**src/rtl/onchip_copy_pkg.sv**
```systemverilog
// Shared constants and types for the on-chip memory copy master.
// Latency: n/a (declarations only).
// Backpressure: n/a.
package onchip_copy_pkg;

    localparam int DEPTH  = 32000;
    localparam int ADDR_W = 15;
    localparam int DATA_W = 64;
    localparam int CHUNK  = 4;

    localparam logic [DATA_W/8-1:0] BE_ALL = '1;

    typedef enum logic [2:0] {
        ST_IDLE,
        ST_RD,
        ST_LAT,
        ST_WR,
        ST_FIN
    } state_t;

    localparam logic [1:0] STATUS_OK    = 2'd0;
    localparam logic [1:0] STATUS_PARAM = 2'd1;
    localparam logic [1:0] STATUS_ABORT = 2'd2;

endpackage

```
**src/rtl/copy_chunk_buffer.sv**
```systemverilog
// Small register file holding one chunk of words between the read and write phases.
// Latency: write lands on the next clock edge; read is combinational from the index.
// Backpressure: none; the owning FSM sequences every access.
module copy_chunk_buffer #(
    parameter int CHUNK  = 4,
    parameter int DATA_W = 64,
    parameter int IDX_W  = 2
) (
    input  logic              clk,
    input  logic              wr_en,
    input  logic [IDX_W-1:0]  wr_idx,
    input  logic [DATA_W-1:0] wr_dat,
    input  logic [IDX_W-1:0]  rd_idx,
    output logic [DATA_W-1:0] rd_dat
);

    logic [DATA_W-1:0] mem [CHUNK];

    always_ff @(posedge clk) begin
        if (wr_en) begin
            mem[wr_idx] <= wr_dat;
        end
    end

    assign rd_dat = mem[rd_idx];

endmodule

```
**src/rtl/onchip_memory_copy_master.sv**
```systemverilog
// Avalon-MM master copying a word block inside a single-port memory, chunk by chunk.
// Latency: done in cycle t + 2*len + ceil(len/CHUNK) + 1 after start (t+1 on a parameter error).
// Backpressure: none; the memory accepts one access per cycle, start is ignored while busy.
module onchip_memory_copy_master
    import onchip_copy_pkg::*;
#(
    parameter int DEPTH  = onchip_copy_pkg::DEPTH,
    parameter int ADDR_W = onchip_copy_pkg::ADDR_W,
    parameter int DATA_W = onchip_copy_pkg::DATA_W,
    parameter int CHUNK  = onchip_copy_pkg::CHUNK
) (
    input  logic                clk,
    input  logic                reset_n,
    input  logic                start,
    input  logic [ADDR_W-1:0]   src_addr,
    input  logic [ADDR_W-1:0]   dst_addr,
    input  logic [ADDR_W-1:0]   len,
    input  logic                abort,
    output logic                busy,
    output logic                done,
    output logic [1:0]          status,
    output logic [ADDR_W-1:0]   address,
    output logic [DATA_W/8-1:0] byteenable,
    output logic                chipselect,
    output logic                write,
    output logic [DATA_W-1:0]   writedata,
    output logic                clken,
    input  logic [DATA_W-1:0]   readdata
);

    localparam int IDX_W = (CHUNK > 1) ? $clog2(CHUNK) : 1;
    localparam int CW    = $clog2(CHUNK) + 1;
    localparam logic [ADDR_W:0] DEPTH_X = (ADDR_W+1)'(DEPTH);
    localparam logic [CW-1:0]   CHUNK_C = CW'(CHUNK);

    state_t            state;
    logic [ADDR_W-1:0] src;
    logic [ADDR_W-1:0] dst;
    logic [ADDR_W-1:0] remaining;
    logic [ADDR_W-1:0] rem_after;
    logic [CW-1:0]     cnt;
    logic [CW-1:0]     k;
    logic              param_err;
    logic              last_beat;
    logic              buf_wr_en;
    logic [IDX_W-1:0]  buf_wr_idx;
    logic [IDX_W-1:0]  buf_rd_idx;
    logic [DATA_W-1:0] buf_rd_dat;

    function automatic logic [CW-1:0] chunk_of(input logic [ADDR_W-1:0] words);
        return (words >= ADDR_W'(CHUNK)) ? CHUNK_C : CW'(words);
    endfunction

    always_comb begin
        param_err  = (len == '0)
                  || (({1'b0, src_addr} + {1'b0, len}) > DEPTH_X)
                  || (({1'b0, dst_addr} + {1'b0, len}) > DEPTH_X);
        last_beat  = (cnt == k - 1'b1);
        rem_after  = remaining - ADDR_W'(k);
        // Read data trails its address by one cycle, so slot i fills one cycle after read i.
        buf_wr_en  = ((state == ST_RD) && (cnt != '0)) || (state == ST_LAT);
        buf_wr_idx = (state == ST_LAT) ? IDX_W'(k - 1'b1) : IDX_W'(cnt - 1'b1);
        buf_rd_idx = (state == ST_WR) ? IDX_W'(cnt + 1'b1) : '0;
    end

    copy_chunk_buffer #(
        .CHUNK  (CHUNK),
        .DATA_W (DATA_W),
        .IDX_W  (IDX_W)
    ) u_buf (
        .clk    (clk),
        .wr_en  (buf_wr_en),
        .wr_idx (buf_wr_idx),
        .wr_dat (readdata),
        .rd_idx (buf_rd_idx),
        .rd_dat (buf_rd_dat)
    );

    assign clken = 1'b1;

    always_ff @(posedge clk or negedge reset_n) begin
        if (!reset_n) begin
            state      <= ST_IDLE;
            src        <= '0;
            dst        <= '0;
            remaining  <= '0;
            cnt        <= '0;
            k          <= '0;
            busy       <= 1'b0;
            done       <= 1'b0;
            status     <= STATUS_OK;
            address    <= '0;
            byteenable <= '0;
            chipselect <= 1'b0;
            write      <= 1'b0;
            writedata  <= '0;
        end else begin
            done <= 1'b0;
            if (abort && ((state == ST_RD) || (state == ST_LAT) || (state == ST_WR))) begin
                state      <= ST_FIN;
                chipselect <= 1'b0;
                write      <= 1'b0;
                busy       <= 1'b0;
                done       <= 1'b1;
                status     <= STATUS_ABORT;
            end else begin
                case (state)
                    ST_IDLE: begin
                        if (start) begin
                            if (param_err) begin
                                state  <= ST_FIN;
                                done   <= 1'b1;
                                status <= STATUS_PARAM;
                            end else begin
                                state      <= ST_RD;
                                busy       <= 1'b1;
                                status     <= STATUS_OK;
                                src        <= src_addr;
                                dst        <= dst_addr;
                                remaining  <= len;
                                k          <= chunk_of(len);
                                cnt        <= '0;
                                address    <= src_addr;
                                byteenable <= (DATA_W/8)'(BE_ALL);
                                chipselect <= 1'b1;
                                write      <= 1'b0;
                            end
                        end
                    end
                    ST_RD: begin
                        if (last_beat) begin
                            state      <= ST_LAT;
                            chipselect <= 1'b0;
                            cnt        <= '0;
                        end else begin
                            cnt     <= cnt + 1'b1;
                            address <= address + 1'b1;
                        end
                    end
                    ST_LAT: begin
                        state      <= ST_WR;
                        chipselect <= 1'b1;
                        write      <= 1'b1;
                        address    <= dst;
                        // A one-word chunk is still being captured this cycle, so forward it.
                        writedata  <= (k == CW'(1)) ? readdata : buf_rd_dat;
                    end
                    ST_WR: begin
                        if (last_beat) begin
                            src       <= src + ADDR_W'(k);
                            dst       <= dst + ADDR_W'(k);
                            remaining <= rem_after;
                            cnt       <= '0;
                            write     <= 1'b0;
                            if (rem_after == '0) begin
                                state      <= ST_FIN;
                                chipselect <= 1'b0;
                                busy       <= 1'b0;
                                done       <= 1'b1;
                            end else begin
                                state   <= ST_RD;
                                address <= src + ADDR_W'(k);
                                k       <= chunk_of(rem_after);
                            end
                        end else begin
                            cnt       <= cnt + 1'b1;
                            address   <= address + 1'b1;
                            writedata <= buf_rd_dat;
                        end
                    end
                    ST_FIN: begin
                        state <= ST_IDLE;
                    end
                    default: begin
                        state <= ST_IDLE;
                    end
                endcase
            end
        end
    end

endmodule

```
**config.mk**
```make
export PLATFORM = sky130hd
export DESIGN_NAME = onchip_memory_copy_master
export DESIGN_NICKNAME = d
export VERILOG_FILES = /design/src/rtl/onchip_copy_pkg.sv /design/src/rtl/copy_chunk_buffer.sv /design/src/rtl/onchip_memory_copy_master.sv
export SDC_FILE = /design/constraint.sdc
export NUM_CORES = 1
export LEC_CHECK = 0
export BUFFER_PORTS_ARGS = -buffer_cell sky130_fd_sc_hd__buf_2
export CORE_ASPECT_RATIO = 2
export CORE_UTILIZATION = 42
export CTS_CLUSTER_SIZE = 40
export DETAILED_ROUTE_END_ITERATION = 6
export PLACE_DENSITY = 0.66
export REMOVE_ABC_BUFFERS = 1
export SYNTH_ARGS = -nofsm -noshare
export SYNTH_HDL_FRONTEND = slang
export SYNTH_HIERARCHICAL = 1
export SYNTH_SLANG_ARGS = --single-unit
```
**constraint.sdc**
```tcl
create_clock -name clk -period 8.85 [get_ports clk]
set_input_delay 0.885 -clock clk [delete_from_list [all_inputs] [get_ports clk]]
set_output_delay 0.885 -clock clk [all_outputs]
set_load 0.01 [all_outputs]
```
* Word-level counts from Yosys, hierarchy flattened
Memories as Yosys holds them, arrays and structs flattened.
Index checks and enable logic that the tools add are counted.
** Storage, ports and cells
- Output and inout bits :: 94
- Memories kept :: 1
- Bits in registers :: 140
- Input port bits :: 113
- RAM bits :: 256
** Memories
- u_buf.mem :: words 4, bits a word 64, rd ports 1, clocked after memory_dff 0, wr ports 1, RTL line copy_chunk_buffer.sv:17 : logic [DATA_W-1:0] mem [CHUNK];
** Cells by class
- Bitwise operators :: 2
- Reduce and logical (&&, ||, !) cells :: 32
- Equality and inequality tests :: 17
- Muxes and demuxes :: 64
- Order comparisons :: 4
- $add $sub $neg :: 9
** Operators with widths (count)
- $mux 15 :: 12
- $mux 64 :: 2
- $pmux 64 s2 :: 1
- $pmux 15 s2 :: 3
- $pmux 15 s4 :: 1
- $mux 3 :: 15
- $add 15x15->16 :: 2
- $gt 16x15->1 const B :: 2
- $add 15x3->15 :: 2
- $ge 15x3->1 const B :: 2
- $logic_not 15->1 :: 2
- $mux 1 :: 18
- $reduce_and 6->1 :: 3
- $add 15x1->15 const B :: 1
- $sub 15x3->15 :: 1
- $ne 2x2->1 const B :: 6
- $pmux 3 s2 :: 2
- $pmux 3 s4 :: 1
- $reduce_and 4->1 :: 3
- $mux 2 :: 5
- $reduce_and 5->1 :: 2
- $reduce_bool 2->1 :: 5
- $ne 3x3->1 const B :: 3
- $reduce_bool 4->1 :: 2
- 20 further kinds :: 32

* Longest topological paths before layout
Gate-level depths: netlist of the first run.
- Depth in word-level cells :: 8
- Depth in mapped cells :: 13
- Gate-level depth less buffers :: 13

* Modules after synthesis
The synthesis of the first run kept the hierarchy.
** By module, submodules not included
- onchip_memory_copy_master :: area each 10015.9 um2, times used 1, sequential area each 3503.4 um2, cells an instance 1144
- copy_chunk_buffer :: area each 9341.5 um2, times used 1, sequential area each 7687.4 um2, cells an instance 338

* Worst setup path before layout of the first run
No wires, ideal clock.
- Path type :: register to register
- From :: reg state[0]
- To :: mem u_buf.mem[0][0], enable pin
- Data required time :: 8.272 ns
- Data arrival time :: 6.362 ns
- Stages on the path, launching flop included :: 6
- Setup slack :: 1.910 ns
- Buffers on the path :: 2
- Setup time :: 0.578 ns
- Cells stage by stage :: dfrtp_1 clkbuf_1 nor3_1 clkbuf_1 mux2i_1 nor3b_1
** RTL lines
- start, declared :: RTL line onchip_memory_copy_master.sv:36 : state_t state;
- start signal, assigned :: RTL line onchip_memory_copy_master.sv:83 : state <= ST_IDLE;
- start signal, assigned :: RTL line onchip_memory_copy_master.sv:100 : state <= ST_FIN;
- start signal, assigned :: RTL line onchip_memory_copy_master.sv:111 : state <= ST_FIN;
- $eq 3x2->1 :: RTL line onchip_memory_copy_master.sv:62 : buf_wr_idx = (state == ST_LAT) ? IDX_W'(k - 1'b1) : IDX_W'(cnt - 1'b1);
- $mux 2 :: RTL line onchip_memory_copy_master.sv:62
- net buf_wr_idx[1] :: RTL line onchip_memory_copy_master.sv:46 : logic [IDX_W-1:0] buf_wr_idx;
- end, declared :: RTL line copy_chunk_buffer.sv:17
The timed path passes the listed nets, and every way through them passes these cells.

* Worst setup path after layout of the first run
- From :: in len[0]
- To :: reg remaining[6]
** Between the ends
- Word-level cells in the longest chain between the ends :: 6
** RTL lines
- start, declared :: RTL line onchip_memory_copy_master.sv:17 : input logic [ADDR_W-1:0] len,
- $add 15x15->16 :: RTL line onchip_memory_copy_master.sv:56 : || (({1'b0, src_addr} + {1'b0, len}) > DEPTH_X)
- $gt 16x15->1 :: RTL line onchip_memory_copy_master.sv:56
- $logic_or 1x1->1 :: RTL line onchip_memory_copy_master.sv:56
- $logic_or 1x1->1 * :: RTL line onchip_memory_copy_master.sv:57 : || (({1'b0, dst_addr} + {1'b0, len}) > DEPTH_X);
- $ne 2x2->1 (no source line) *
- $reduce_and 5->1 (no source line) *
- end signal, assigned :: RTL line onchip_memory_copy_master.sv:120 : remaining <= len;
- end signal, assigned :: RTL line onchip_memory_copy_master.sv:152 : remaining <= rem_after;
- end, declared :: RTL line onchip_memory_copy_master.sv:39 : logic [ADDR_W-1:0] remaining;
Mark *: on every way between the ends. The rest lies on a longest branch, timed or not.
A chain may end at the register's enable or synchronous reset.

==> flow_summary.ini, run 1 <==
[sta]
final_max_slew_viol_count = 0
max_slew.worst_pin.slew_ns = 1.04
fin_skew_ns = 0.0219
hold_viol_final = 0
relSlewSlack = 0.302
grt_setup_unrepaired = false
period_needed_ns = 4.55
setup_slack_ns = 4.30
fmax_ghz = 0.220
setup_viol = 0
final.period_utilization = 0.515
fin_setup_tns_ns = 0

[pwr]
sw_frac_of_total = 0.350
p_per_area_nw_per_um2 = 285
ir_drop_uv = 195
p_leak_uw = 0.00868
internal_power_uw = 4080
p_switching_uw = 2190
p_comb_frac = 0.300
power_frac_seq = 0.442
clkPwrFrac = 0.258

[clock_tree]
clk_path_buf_depth = 3
cts_tree = done
ctsHoldBuffers = 0
cts_max_level = 2
cts_buffers = 37
insertion_delay_ns = 0.53
cts.clk_slew.worst_paths_ns = 0.07
cts.sinks = 396
cts_resized = 0
root_buffer = clkbuf_16
post_cts_buffers = 0

[yosys]
synth_edf_count = 256
avgSynthCellArea_um2 = 13.1
syn_inst = 1482
synth-main-ff-cell = edfxtp_1
synth_seq_cells = 396
syn_area_um2 = 19400
yosysSeqAreaShare = 0.578
yosys_warnings = 6
synth_cell_types = 93
async_flop_share = 0.354

[routing]
firstDrtPassIters = 5
topRoutingLayerUsed = met5
wl_met2_um = 28900
routed_wl_um = 53500
m1WireLength_um = 18500
drt_first_iter_violations = 830
dr_wl_met3_um = 2920
drc = 0
antenna_left = 0
vias = 13400
avgViaCountPerCell = 5.93
wl_per_cell_um = 23.8

[worst_setup_path]
end_kind = flop
cp.required_ns = 9.19
worst-path-max-fanout = 23
rr_startpoint = k[0]
r2r_slack_ns = 4.59
startpoint = len[0]
arrival_ns = 4.90
start_kind = input pin
crit_type = in -> reg

[outcome]
status = finished clean

[place]
io_buffers = 205
post-dp-hpwl_um = 37000
pre_cts_ws_ns = 3.79
routabilityCongestion = 0.948
dp.cells = 2183
placed_area_um2 = 20800

[grt]
grt_max_degree = 99
overflow = 0
grt_pass1_wl_um = 83000
antenna_found_initial = 5
grt_pass1_vias = 14000
grt_use_total = 0.233

[layout]
layout.cells.non_filler = 2253
area_growth_pct = 13.8
fin_area_um2 = 22000
nets = 1824
drive_gt1_frac = 0.234
fillers = 4045

[floorplan]
die_h_um = 306
rows = 110
dieArea_um2 = 47000
coreArea_um2 = 45300
io_pins = 207
start_util = 0.427
die_w_um = 154

[min_path]
hp-class = in -> async

[run]
maxCapViolations = 0
[registers in the layout, summed over array words and instances (netlist names)]
register / count
chipselect: 1
u_buf/mem: 256
byteenable: 1
remaining: 15
dst: 15
address: 15
writedata: 64
src: 15
write: 1
state: 3
k: 3
busy: 1
cnt: 3
status: 2
done: 1
[power groups by stage]
stage               Sequential, uW  Clock (uW)  Combinational (uW)
floorplan                     2790           0                1150
global placement              2780           0                1850
detailed placement            2800           0                1890
CTS                           2770        1670                1900
global route                  2820        1730                2080
finish                        2770        1620                1880
[kinds of logic after synthesis]
kind of cell    Yosys count  synth area share
fa+ha+maj                49            0.0336
mux                     147             0.121
flops                   396             0.578
xor+xnor                 38            0.0172
buf+inv                 110            0.0301
compound gates          331             0.118
simple gates            410             0.102
other cells               1          0.000194
[cell usage in the layout (no fill, tap or decap), types with 25 or more instances in the layout]
cell type / count
edfxtp_1: 256
nor3_1: 44
dfrtp_1: 140
ha_1: 44
clkbuf_16: 37
buf_2: 204
mux2i_1: 69
o221ai_1: 41
nand2_1: 170
mux4_2: 61
a21oi_1: 67
inv_1: 27
o21ai_0: 105
xnor2_1: 25
nor2_1: 47
nand3_1: 46
[routing by layer]
| metal | up-vias | global-route usage |
|---|---|---|
| li1 | 6076 | - |
| met1 | 6645 | 0.243 |
| met5 | - | 0 |
| met2 | 470 | 0.430 |
| met4 | 4 | 0.144 |
| met3 | 158 | 0.0408 |
[cells in the mapped netlist (all sizes together), types with 9 or more instances]
| library cell | n | area share |
|---|---|---|
| ha | 44 | 0.028 |
| o21ai | 106 | 0.028 |
| buf | 38 | 0.016 |
| a21o | 11 | 0.0043 |
| inv | 28 | 0.0056 |
| a221oi | 10 | 0.0063 |
| mux2 | 13 | 0.0085 |
| o221ai | 42 | 0.019 |
| o211ai | 10 | 0.0041 |
| xor2 | 13 | 0.0059 |
| dfrtp | 140 | 0.18 |
| nand3 | 48 | 0.012 |
| mux4 | 65 | 0.076 |
| nor2 | 50 | 0.0097 |
| a21oi | 70 | 0.019 |
| or2 | 13 | 0.0042 |
| edfxtp | 256 | 0.40 |
| and3 | 10 | 0.0032 |
| xnor2 | 25 | 0.011 |
| nand2 | 170 | 0.033 |
| nor3 | 46 | 0.012 |
| clkbuf | 44 | 0.0087 |
| a222oi | 9 | 0.0047 |
| nand2b | 18 | 0.0058 |
| mux2i | 69 | 0.036 |
[cell type report]
class,count,area [um^2],area share
timing repair buffer,223,1170,0.0530
clock buffer,48,997,0.0453
sequential,396,11200,0.508
clock inverter,19,216,0.00982
tap,560,701,0.0318
antenna,3,7.51,0.000341
inverter,28,108,0.00488
multi-input combinational,976,7640,0.347
[worst max-delay path, stage by stage]
cell       delay, ns
buf_2           0.16
ha_1            0.22
fa_1            0.40
a21oi_1         0.47
o211ai_1        0.17
a2111oi_0       0.39
nor3_1          0.13
xnor2_1         0.19
a21boi_0        0.18
o22a_1          0.28
nor2_2          0.77
buf_4           0.45
o221ai_1        0.18
[through the flow]
step                      total power (uW)  hold slack (ns)   util
final                                 6270            0.461  0.487
after global routing                  6630            0.501  0.487
after CTS                             6330            0.479  0.486
after detailed placement              4690            0.465  0.460
after global placement                4630            0.457  0.460
after floorplan                       3940            0.465      -
[final timing paths]
kind | endpoint | cells past startpoint
max | remaining[6] | 13
min in group clk | writedata[17] | 2
max reg2reg | address[1] | 12
min | dst[14] | 1
max in group asynchronous | src[3] | 2
min reg2reg | writedata[17] | 2
No activity file was read; power rests on OpenSTA's default activity.
==> run 2: changes to the inputs <==
Settings changed: ABC_AREA set to 1.
Clock period 8.85 ns to 4.7 ns, I/O delays scaled along.
==> run 2 against run 1 <==
  * Synthesized area increased by 12%
  * Largest cell class unchanged
  * Global-route usage increased by 1.9 points
  * Utilization decreased by 1.1 points
==> flow_summary.ini, run 2 <==
[outcome]
status = finished clean

[layout]
largest_reg_flops = 256
regMostFlops = u_buf/mem
drive_gt1_frac = 0.117
layout_common_cells = nand2_1 (882), inv_1 (388), edfxtp_1 (256)
layout.cells.non_filler = 3451
nets = 2932
area_growth_pct = 11.9
fin_util = 0.475
layout_commonest_cell = nand2_1
reg_top3 = u_buf/mem (256), writedata (64)

[worst_setup_path]
cp.required_ns = 5.12
r2r_slack_ns = 1.22
startpoint = k[1]
worst-path-max-fanout = 16
rr_startpoint = k[1]
arrival_ns = 3.89
end_kind = flop
crit_type = reg -> reg
reg2reg_depth = 16
worstSetupEndpoint = address[13]
rr_endpoint = address[13]
start_kind = flop

[min_path]
hp-class = in -> reg
min_path_cells = 1

[yosys]
yosys_warnings = 6
synth_cell_types = 45
avgSynthCellArea_um2 = 8.22
syn_inst = 2633
synthTopCellsByArea = edfxtp_1 (36%), dfrtp_1 (16%), nand2_1 (15%), inv_1 (6.8%), nand3_1 (4.8%)
async_flop_share = 0.354
synth_edf_count = 256
syn_area_um2 = 21600
yosysSeqAreaShare = 0.517
yosysTopAreaCell = edfxtp_1
synthTopCellsByCount = nand2_1 (883), inv_1 (390), edfxtp_1 (256), nand3_1 (206), nor2_1 (168)
synth-main-ff-cell = edfxtp_1
synth_top_area_frac = 0.355
yosysMostFrequentCell = nand2_1
synth_seq_cells = 396

[clock_tree]
post_cts_buffers = 0
cts_max_level = 2
insertion_delay_ns = 0.54
cts_buffers = 35
cts.sinks = 396
cts.clk_slew.worst_paths_ns = 0.07
clk_path_buf_depth = 3
root_buffer = clkbuf_16
cts_tree = done

[place]
routabilityCongestion = 1.00
dp.cells = 3386
io_buffers = 205
post-dp-hpwl_um = 44200
pre_cts_ws_ns = 1.15

[grt]
overflow = 0
grt_use_total = 0.253
grt_pass1_vias = 18600
antenna_found_initial = 4
grt_pass1_wl_um = 101000
grt_max_degree = 129

[routing]
firstDrtPassIters = 7
drc = 0
antenna_left = 0
wl_per_cell_um = 19.2
vias = 18600
drt_first_iter_violations = 1578
avgViaCountPerCell = 5.40
routed_wl_um = 66300

[sta]
setup_slack_ns = 1.22
final.period_utilization = 0.740
timing.hold.ws_ns = 0.160
max_slew.worst_pin.slew_ns = 0.977
fmax_ghz = 0.288
setup_viol = 0
period_needed_ns = 3.48
relSlewSlack = 0.349
hold_viol_final = 0
grt_setup_unrepaired = false
fin_skew_ns = 0.0239
final_max_slew_viol_count = 0

[floorplan]
die_w_um = 163
dieArea_um2 = 52500
rows = 117
coreArea_um2 = 50900
die_h_um = 323
io_pins = 207
start_util = 0.425

[pwr]
p_leak_uw = 0.0116
p_per_area_nw_per_um2 = 531
ir_drop_uv = 270

[run]
maxCapViolations = 0
run 2: cell types whose count changed in the layout (fill, tap and decap cells not counted), moves of 43 or more:
cell / delta
nand3_1: +159
mux2i_1: -69
inv_1: +361
a21oi_1: -43
nand4_1: +150
o21ai_0: -63
a31oi_1: +61
nor2_1: +119
nand2_1: +712
mux4_2: -61
run 2: layout make-up:
type,instances,area (um^2)
Fill cell,4906,26700
Sequential cell,396,11200
Multi-Input combinational cell,1703,8300
Inverter,403,1520
Timing Repair Buffer,231,1310
Clock buffer,41,918
Tap cell,654,818
Clock inverter,22,156
Antenna cell,1,2.50
run 2: stage by stage:
stage / setup TNS (ns) / total power (uW) / instance area (um^2)
2_1_floorplan: -733.94 / 8260 / 21000
3_3_place_gp: 0 / 10000 / 23100
3_5_place_dp: 0 / 10100 / 23100
4_1_cts: 0 / 12900 / 24200
5_1_grt: 0 / 13700 / 24200
6_report: 0 / 12800 / 24200
run 2: kinds of logic (layout without fill, tap and decap cells):
logic type	after synthesis	in the layout	share of synthesized area
AOI/OAI and AO/OA	162	162	0.0457
xor gates and xnor gates	39	39	0.0158
adders and majority gates	49	49	0.0301
buffers and inverters	534	697	0.102
DFF	396	396	0.517
other	1	2	0.000173
and+or+nand+nor	1452	1452	0.290
run 2: what timing repair did:
item,in CTS,in global routing
hold buffers,1,0
resized for setup,0,0
endpoints found under the hold margin,51,0
run 2: worst min path at each step:
stage / start / endpoint
floorplan: reset_n / address[0]
detailed placement: remaining[0] / remaining[0]
global placement: chipselect / chipselect
finish: readdata[29] / u_buf/mem[2][29]
global route: readdata[29] / u_buf/mem[0][29]
CTS: readdata[2] / u_buf/mem[1][2]
run 2: critical path, cell delays in order (launching register included):
cell	delay, ns
dfrtp_1	0.48
inv_1	0.30
ha_1	0.29
nand2_1	0.07
inv_1	0.05
a21oi_2	0.39
nand2_1	0.16
o21bai_1	0.16
nand2_1	0.12
nand2_1	0.08
nor2_1	0.07
nand4_1	0.12
nand2_1	0.11
nor2_4	0.44
nand3_4	0.31
nand2_1	0.15
nand2_1	0.06
run 2: layer usage:
metal | GRT usage | vias to the layer above | share of wire
met5 | 0 | - | 0.00033
met4 | 0.162 | 4 | 0.064
met3 | 0.0321 | 221 | 0.051
met2 | 0.477 | 640 | 0.53
met1 | 0.258 | 8954 | 0.35
li1 | - | 8828 | -
run 2: where the power goes:
group	leakage, uW	switching, uW	internal [uW]	total [uW]
clock network	0.000537	1290	1470	2760
registers	0.00397	615	4600	5210
logic	0.00710	3360	1520	4880
total	0.0116	5260	7590	12800
==> run 3: changes to the inputs <==
Clock period 4.7 ns to 3.6 ns, I/O delays scaled along.
==> run 3 against run 2 <==
  * Clock power up 42%
  * Clock skew is 0.0071 ns lower
  * Sequential power rose by 31%
  * Register-to-register slack worse by 0.80 ns
  * Global-route usage about the same
  * Wire length is 0.35% lower
  * Hold slack worse by 0.12 ns
  * Setup slack got worse by 0.80 ns
  * Critical path type unchanged
  * Highest routed layer unchanged
==> flow_summary.ini, run 3 (synthesis results as in run 2) <==
[outcome]
status = finished clean

[sta]
setup_viol = 0
grt_setup_unrepaired = false
hold_viol_final = 0
max_slew.worst_pin.slew_ns = 1.02
final.period_utilization = 0.882
relSlewSlack = 0.321
final_max_slew_viol_count = 0
timing.hold.ws_ns = 0.0383
fin_skew_ns = 0.0168
fmax_ghz = 0.315
period_needed_ns = 3.17

[pwr]
ir_drop_uv = 441
p_leak_uw = 0.0117
p_per_area_nw_per_um2 = 701

[worst_setup_path]
worst-path-max-fanout = 15
r2r_slack_ns = 0.43
startpoint = k[1]
arrival_ns = 3.61
reg2reg_depth = 15
cp.required_ns = 4.04
worstSetupEndpoint = address[10]
crit_type = reg -> reg
rr_endpoint = address[10]
rr_startpoint = k[1]
start_kind = flop
end_kind = flop

[floorplan]
start_util = 0.425
coreArea_um2 = 50900
die_w_um = 163
die_h_um = 323
rows = 117
io_pins = 207
dieArea_um2 = 52500

[grt]
overflow = 0
grt_pass1_wl_um = 102000
grt_pass1_vias = 18900
antenna_found_initial = 7
grt_use_total = 0.253
grt_max_degree = 129

[layout]
reg_top3 = u_buf/mem (256), writedata (64)
layout_common_cells = nand2_1 (882), inv_1 (388), edfxtp_1 (256)
largest_reg_flops = 256
fin_area_um2 = 24500
layout_commonest_cell = nand2_1
fin_util = 0.480
drive_gt1_frac = 0.120
regMostFlops = u_buf/mem
nets = 2942
area_growth_pct = 13.0

[routing]
routed_wl_um = 66100
avgViaCountPerCell = 5.37
drt_first_iter_violations = 1540
firstDrtPassIters = 5
drc = 0
vias = 18600
antenna_left = 0
wl_per_cell_um = 19.1

[min_path]
hp-class = in -> reg

[clock_tree]
clk_path_buf_depth = 3
cts_max_level = 2
cts_buffers = 36
root_buffer = clkbuf_16
cts.clk_slew.worst_paths_ns = 0.07
cts_tree = done
cts.sinks = 396
insertion_delay_ns = 0.55

[place]
routabilityCongestion = 0.970
post-dp-hpwl_um = 44100
io_buffers = 205
placed_area_um2 = 23300

[run]
maxCapViolations = 0
[run 3: routing by layer]
layer	global-route usage	routed length (um)
met3	0.0342	3590
met5	0	36
met2	0.481	35600
met1	0.259	23600
met4	0.144	3220
[run 3: final cells by class]
cell class	count	area, um^2
clock inverters	17	170
flip-flops and latches	396	11200
inverters	403	1520
diodes	4	10.0
multi-input cells	1703	8300
repair buffers	240	1460
well taps	654	818
clock buffers	49	1000
fillers	4871	26500
[run 3: repair_timing]
item / CTS / global route
hold buffers: 1 / 0
endpoints found under the hold margin: 67 / 0
gates resized for setup: 0 / 0
setup buffers: 0 / 0
setup endpoints to repair: 0 / 0
[run 3: per-stage QoR]
| stage | setup TNS, ns | worst slack [ns] | instances | total power (uW) |
|---|---|---|---|---|
| detailed placement | 0 | 0.147 | 3395 | 13300 |
| global placement | 0 | 0.160 | 3395 | 13100 |
| finish | 0 | 0.426 | 3466 | 17200 |
| floorplan | -1109.21 | -6.05 | 2502 | 10800 |
| global route | 0 | 0.213 | 3466 | 18200 |
| CTS | 0 | 0.479 | 3462 | 17200 |
[run 3: critical path: stages (launching register included)]
cell and delay [ns]:
dfrtp_1 0.48, inv_1 0.33, ha_1 0.30, nand2_1 0.08
inv_1 0.05, a21oi_2 0.37, nand2_1 0.18, xor2_1 0.31
nand2_1 0.08, nor2_1 0.19, nand4_1 0.13, nand2_1 0.12
nor2_4 0.06, buf_4 0.20, nand4_1 0.11, nand2_1 0.06
[run 3: where the power goes]
group	internal, uW	switching, uW	leakage, uW
logic	2080	4350	0.00718
registers	6000	797	0.00397
clock network	2180	1740	0.000566
total	10300	6890	0.0117
[run 3: how the worst min path moves through the flow]
stage / start / to / slack, ns / depth (start not counted)
after floorplan: reset_n / address[0] / 0.06 / 0
after global placement: reset_n / writedata[44] / 0.45 / 1
after detailed placement: reset_n / writedata[44] / 0.46 / 1
after CTS: readdata[34] / u_buf/mem[3][34] / 0.02 / 1
after global routing: readdata[18] / u_buf/mem[2][18] / 0.02 / 1
final: readdata[8] / u_buf/mem[1][8] / 0.04 / 1
